### config.mk
export PLATFORM = sky130hd
export DESIGN_NAME = executor
export DESIGN_NICKNAME = d
export VERILOG_FILES = /design/src/rtl/executor_pkg.sv /design/src/rtl/executor.sv
export SDC_FILE = /design/constraint.sdc
export NUM_CORES = 1
export LEC_CHECK = 0
export BUFFER_PORTS_ARGS = -buffer_cell sky130_fd_sc_hd__buf_2
export CAP_MARGIN = 20
export CORE_AREA = 2 2 310 312
export CTS_CLUSTER_SIZE = 14
export DETAILED_ROUTE_END_ITERATION = 7
export DIE_AREA = 0 0 312 314
export PLACE_DENSITY = 0.59
export SETUP_SLACK_MARGIN = 0.05
export SKIP_CTS_REPAIR_TIMING = 1
export SYNTH_ARGS = -nofsm -noshare
export SYNTH_HDL_FRONTEND = slang
export SYNTH_SLANG_ARGS = --single-unit
### constraint.sdc
create_clock -name clk -period 40.4 [get_ports clk]
set_input_delay 2.02 -clock clk [delete_from_list [all_inputs] [get_ports clk]]
set_output_delay 2.02 -clock clk [all_outputs]
set_load 0.02 [all_outputs]
### src/rtl/executor_pkg.sv
// Shared widths, action-layout constants and bus types for the flow-action executor.
package executor_pkg;

    localparam int unsigned BYTE_BUS     = 8;
    localparam int unsigned DATA_BUS     = 8;
    localparam int unsigned HDR_MAX_LEN  = 32;
    localparam int unsigned MAX_VAL_LEN  = 16;
    localparam int unsigned NUM_HEADERS  = 16;

    localparam int unsigned MAX_DATA_LEN = MAX_VAL_LEN - 4;
    localparam int unsigned LEN_W        = $clog2(MAX_VAL_LEN);
    localparam int unsigned HDR_IDX_W    = $clog2(HDR_MAX_LEN);
    localparam int unsigned ID_W         = $clog2(NUM_HEADERS);
    // Two extra bits so header start + field offset + byte count never wraps.
    localparam int unsigned ADDR_W       = DATA_BUS + 2;

    // Action byte indices.
    localparam int unsigned IDX_OPCODE   = 0;
    localparam int unsigned IDX_ID       = 1;
    localparam int unsigned IDX_OFFSET   = 2;
    localparam int unsigned IDX_LEN      = 3;
    localparam int unsigned IDX_DATA     = 4;

    typedef logic [BYTE_BUS-1:0]                   byte_t;
    typedef byte_t [MAX_VAL_LEN-1:0]               flow_val_t;
    typedef byte_t [HDR_MAX_LEN-1:0]               hdr_t;
    typedef logic [NUM_HEADERS-1:0][DATA_BUS-1:0]  parsed_t;

    localparam byte_t OP_FORWARD   = 8'd0;
    localparam byte_t OP_SET_FIELD = 8'd1;
    localparam byte_t OP_DROP      = 8'd2;
    localparam byte_t OP_SET_PORT  = 8'd3;

    typedef enum logic [1:0] {
        S_IDLE   = 2'd0,
        S_DECODE = 2'd1,
        S_WRITE  = 2'd2,
        S_DONE   = 2'd3
    } state_e;

    function automatic logic [LEN_W-1:0] clamp_len(input byte_t len);
        if (len > BYTE_BUS'(MAX_DATA_LEN)) return LEN_W'(MAX_DATA_LEN);
        return LEN_W'(len);
    endfunction

endpackage

### src/rtl/executor.sv
// Flow-action executor: applies a matcher's action (forward/drop/set port/rewrite bytes) to a header.
// Optional EXECUTOR_STATS_EN adds wrapping hit/miss/drop counters.
module executor
    import executor_pkg::*;
(
    input  logic        clk,
    input  logic        rst,
    input  logic        start_i,
    input  logic        is_match_i,
    input  flow_val_t   flow_val_i,
    input  hdr_t        pkt_hdr_i,
    input  parsed_t     parsed_hdrs_i,
    input  logic        mod_start_i,
    input  logic [7:0]  mod_default_port_i,
    input  logic        mod_miss_drop_i,
    output logic        ready_o,
    output hdr_t        pkt_hdr_o,
    output logic        drop_o,
    output logic [7:0]  egress_port_o,
    output logic        error_o,
`ifdef EXECUTOR_STATS_EN
    output logic [31:0] hit_cnt_o,
    output logic [31:0] miss_cnt_o,
    output logic [31:0] drop_cnt_o,
`endif
    output logic        busy_o
);

    state_e            state;
    flow_val_t         flow_val_q;
    parsed_t           parsed_q;
    logic              is_match_q;
    logic [7:0]        default_port_q;
    logic              miss_drop_q;
    logic [ADDR_W-1:0] base_q;
    logic [LEN_W-1:0]  cnt_q;
    logic [LEN_W-1:0]  len_q;

    byte_t             opcode_c;
    logic [ID_W-1:0]   hdr_id_c;
    logic [ADDR_W-1:0] base_c;
    logic [ADDR_W-1:0] addr_c;
    logic              in_range_c;
    logic [LEN_W-1:0]  data_idx_c;
    logic [LEN_W-1:0]  len_c;

    // Action decode and write-address generation from the latched lookup result.
    always_comb begin
        opcode_c   = flow_val_q[IDX_OPCODE];
        hdr_id_c   = flow_val_q[IDX_ID][ID_W-1:0];
        len_c      = clamp_len(flow_val_q[IDX_LEN]);
        base_c     = ADDR_W'(parsed_q[hdr_id_c]) + ADDR_W'(flow_val_q[IDX_OFFSET]);
        addr_c     = base_q + ADDR_W'(cnt_q);
        in_range_c = addr_c < ADDR_W'(HDR_MAX_LEN);
        data_idx_c = LEN_W'(IDX_DATA) + cnt_q;
    end

    always_ff @(posedge clk or posedge rst) begin
        if (rst) begin
            state          <= S_IDLE;
            flow_val_q     <= '0;
            parsed_q       <= '0;
            is_match_q     <= 1'b0;
            default_port_q <= '0;
            miss_drop_q    <= 1'b0;
            base_q         <= '0;
            cnt_q          <= '0;
            len_q          <= '0;
            ready_o        <= 1'b0;
            pkt_hdr_o      <= '0;
            drop_o         <= 1'b0;
            egress_port_o  <= '0;
            error_o        <= 1'b0;
            busy_o         <= 1'b0;
`ifdef EXECUTOR_STATS_EN
            hit_cnt_o      <= '0;
            miss_cnt_o     <= '0;
            drop_cnt_o     <= '0;
`endif
        end else begin
            ready_o <= 1'b0;
            case (state)
                S_IDLE: begin
                    if (mod_start_i) begin
                        default_port_q <= mod_default_port_i;
                        miss_drop_q    <= mod_miss_drop_i;
                    end else if (start_i) begin
                        flow_val_q    <= flow_val_i;
                        parsed_q      <= parsed_hdrs_i;
                        is_match_q    <= is_match_i;
                        pkt_hdr_o     <= pkt_hdr_i;
                        drop_o        <= 1'b0;
                        egress_port_o <= '0;
                        error_o       <= 1'b0;
                        busy_o        <= 1'b1;
                        state         <= S_DECODE;
                    end
                end
                S_DECODE: begin
                    state <= S_DONE;
                    if (!is_match_q) begin
                        drop_o        <= miss_drop_q;
                        egress_port_o <= default_port_q;
                    end else begin
                        case (opcode_c)
                            OP_FORWARD:  egress_port_o <= default_port_q;
                            OP_DROP:     drop_o        <= 1'b1;
                            OP_SET_PORT: egress_port_o <= flow_val_q[IDX_ID];
                            OP_SET_FIELD: begin
                                egress_port_o <= default_port_q;
                                base_q        <= base_c;
                                cnt_q         <= '0;
                                len_q         <= len_c;
                                if (len_c != '0) state <= S_WRITE;
                            end
                            default: begin
                                egress_port_o <= default_port_q;
                                error_o       <= 1'b1;
                            end
                        endcase
                    end
                end
                S_WRITE: begin
                    // Bytes past the end of the header are dropped and flagged.
                    if (in_range_c) pkt_hdr_o[addr_c[HDR_IDX_W-1:0]] <= flow_val_q[data_idx_c];
                    else            error_o <= 1'b1;
                    cnt_q <= cnt_q + LEN_W'(1);
                    if (cnt_q + LEN_W'(1) == len_q) state <= S_DONE;
                end
                S_DONE: begin
                    ready_o <= 1'b1;
                    busy_o  <= 1'b0;
                    state   <= S_IDLE;
`ifdef EXECUTOR_STATS_EN
                    if (is_match_q) hit_cnt_o  <= hit_cnt_o + 32'd1;
                    else            miss_cnt_o <= miss_cnt_o + 32'd1;
                    if (drop_o)     drop_cnt_o <= drop_cnt_o + 32'd1;
`endif
                end
                default: state <= S_IDLE;
            endcase
        end
    end

endmodule

==> impl_metrics.toml <==
[status]
status = "finished, final reports clean"

[timing]
finalCriticalPeriod_ns = 4.60
slew_headroom_pct = 23.4
max_freq_mhz = 217
fin_ws_ns = 35.80
setup_tns_ns = 0
slew_violations = 0
hold_viol_final = 0
fin_skew_ns = 0.0289
post-route-period-util_pct = 11.4
finalSetupViolCount = 0
worst_pin_slew_ns = 1.15
rsz0062_at_grt = "no"

[clock_network]
worstSkewPairLatency_ns = 0.64
numCtsBuffers = 66
htree_levels = 3
cts_tree = "done"
clock-sinks = 553
cts_buffer_depth = 3
root_buffer = "clkbuf_16"
cts.clk_slew.worst_paths_ns = 0.06

[logic_synthesis]
syn-cell-area_um2 = 26400
synth-async-reset-ratio_pct = 100
ys_types = 67
synth_ff_type = "dfrtp_1"
synth.avg_cell_area_um2 = 10.1
seq_area_frac_synth_pct = 52.4
synth_seq_cells = 553
yosysWarnings = 0
synth_nets = 3154
synthCells = 2609
synth_edf_count = 0

[global_routing]
grt-busiest-layer = "met2"
use_met3_pct = 5.35
grt_pass1_wl_um = 148000
gr-total-overflow = 0
grt_use_total_pct = 20.4
antenna_found_initial = 41
grt_max_degree = 207
use_met2_pct = 35.7
use_met1_pct = 24.3
grt_pass1_vias = 22200

[routing]
drc = 0
vias = 21900
drt_first_iter_violations = 1476
drt_first_pass_iters = 5
drt-vias-per-instance = 4.69
routed_wl_um = 102000
wl_per_cell_um = 21.8
ant_nets = 0

[placed_design]
pre_cts_ws_ns = 34.94
routabilityCongestion = 0.848
portBuffers = 793
dp.final_hpwl_um = 75800

[pwr]
power_density_nw_per_um2 = 87.1
max-vdd-ir-drop_mv = 0.0402
p_leak_nw = 17.8

[final_layout]
fin_nets = 3896
final_common_cell = "nand2_1"
final_cell_mix = "817 x nand2_1, 793 x buf_2, 549 x dfrtp_1, 269 x o21ai_0, 262 x inv_1"
fillers = 9772
layout-drive-gt1-share_pct = 38.6
area_delta_synth_final_pct = 28.4

[floorplanning]
pin_count = 794
die_w_um = 312
dieArea_um2 = 98000
num_rows = 113
core_um2 = 94400
start_util_pct = 28.0
die_h_um = 314

[worst_setup_path]
cp.arrival_ns = 5.17
cp-end-kind = "asynchronous set/reset pin"
crit_type = "input port to asynchronous set/reset pin"
worstSetupStartpointType = "input port"
crit_fanout = 142
critPathRequiredTime_ns = 40.96
ff2ff_path_depth = 7

[hold_path]
whs_path_depth = 2
worst_hold_path_type = "flop to flop"

[flow_run]
max-cap-violations = 0
==> cell usage after synthesis, drive strengths merged, types with 6 or more instances <==
master | count | area, um^2
ha | 17 | 213
buf | 21 | 133
xnor2 | 11 | 96.3
o31a | 6 | 52.6
inv | 264 | 991
nand2b | 6 | 45.0
o41ai | 9 | 218
mux2i | 11 | 110
nor2 | 11 | 41.3
a21o | 6 | 45.0
a21oi | 18 | 116
o21ai | 279 | 1420
nand3 | 11 | 55.1
mux4 | 73 | 1640
nand2 | 818 | 3070
clkbuf | 131 | 492
nor2b | 9 | 58.8
o31ai | 9 | 67.6
mux2 | 267 | 3040
nor3 | 9 | 45.0
dfrtp | 553 | 13800
==> path summary, 6_finish.rpt <==
path / startpoint / to / slack (ns)
worst max-delay path: rst / flow_val_q[9]$_DFFE_PP0P_ / 35.80
worst min-delay path: flow_val_q[113]$_DFFE_PP0P_ / flow_val_q[113]$_DFFE_PP0P_ / 0.47
worst max register to register: cnt_q[0]$_DFFE_PP0P_ / pkt_hdr_o[99]$_DFFE_PP0P_ / 35.90
worst min register to register: flow_val_q[113]$_DFFE_PP0P_ / flow_val_q[113]$_DFFE_PP0P_ / 0.47
max in group clk: cnt_q[0]$_DFFE_PP0P_ / pkt_hdr_o[99]$_DFFE_PP0P_ / 35.90
min in group asynchronous: rst / pkt_hdr_o[29]$_DFFE_PP0P_ / 1.51
==> critical path, cell delays in order <==
cell and delay [ns]:
buf_2 0.13, inv_8 0.51, buf_4 0.74, buf_12 0.64
buf_4 0.85
==> kinds of logic after synthesis <==
group | Yosys count | share of synthesized area (%)
buffers and inverters | 416 | 6.11
AO/OA/AOI/OAI | 361 | 8.47
multiplexers | 351 | 18.1
XOR/XNOR | 16 | 0.530
adder cells (fa/ha/maj) | 19 | 0.957
flip-flops | 553 | 52.4
AND/OR/NAND/NOR | 893 | 13.4
==> routing by layer <==
| layer | part of all wire [%] | vias up |
|---|---|---|
| li1 | - | 10100 |
| met1 | 40 | 10800 |
| met2 | 50 | 766 |
| met3 | 6.7 | 187 |
| met4 | 2.9 | 58 |
| met5 | 0.37 | - |
==> power by group <==
part           internal (mW)  switching [mW]
sequential             0.822           0.171
combinational          0.541           0.807
clock                  0.361           0.251
==> registers in the layout, indices dropped and copies added, names as in the netlist, 2 cells and up <==
name and cells:
egress_port_o 8, pkt_hdr_o 256, flow_val_q 120, len_q 4, default_port_q 8, cnt_q 4
opcode_c 8, state 2, parsed_q 128, base_q 9
==> stage by stage <==
step	area (um^2)	total power [mW]	instances	hold WS, ns	util, %
finish	33900	2.95	4674	0.469	35.9
global placement	31700	2.34	4546	0.453	33.5
floorplan	26400	1.83	2609	0.440	-
CTS	33900	2.99	4663	0.472	35.9
global route	33900	3.13	4670	0.488	35.9
detailed placement	31700	2.37	4546	0.457	33.5
==> cell type report <==
type | instances | area, um^2 | share of cell area (%)
flip-flops and latches | 553 | 13800 | 40.8
multi-input cells | 1640 | 11000 | 32.4
repair buffers | 826 | 4260 | 12.6
clock buffers | 96 | 1940 | 5.71
well taps | 1265 | 1580 | 4.67
inverters | 264 | 998 | 2.94
clock inverters | 21 | 263 | 0.775
diodes | 9 | 22.5 | 0.0664
No activity file was read; power rests on OpenSTA's default activity.
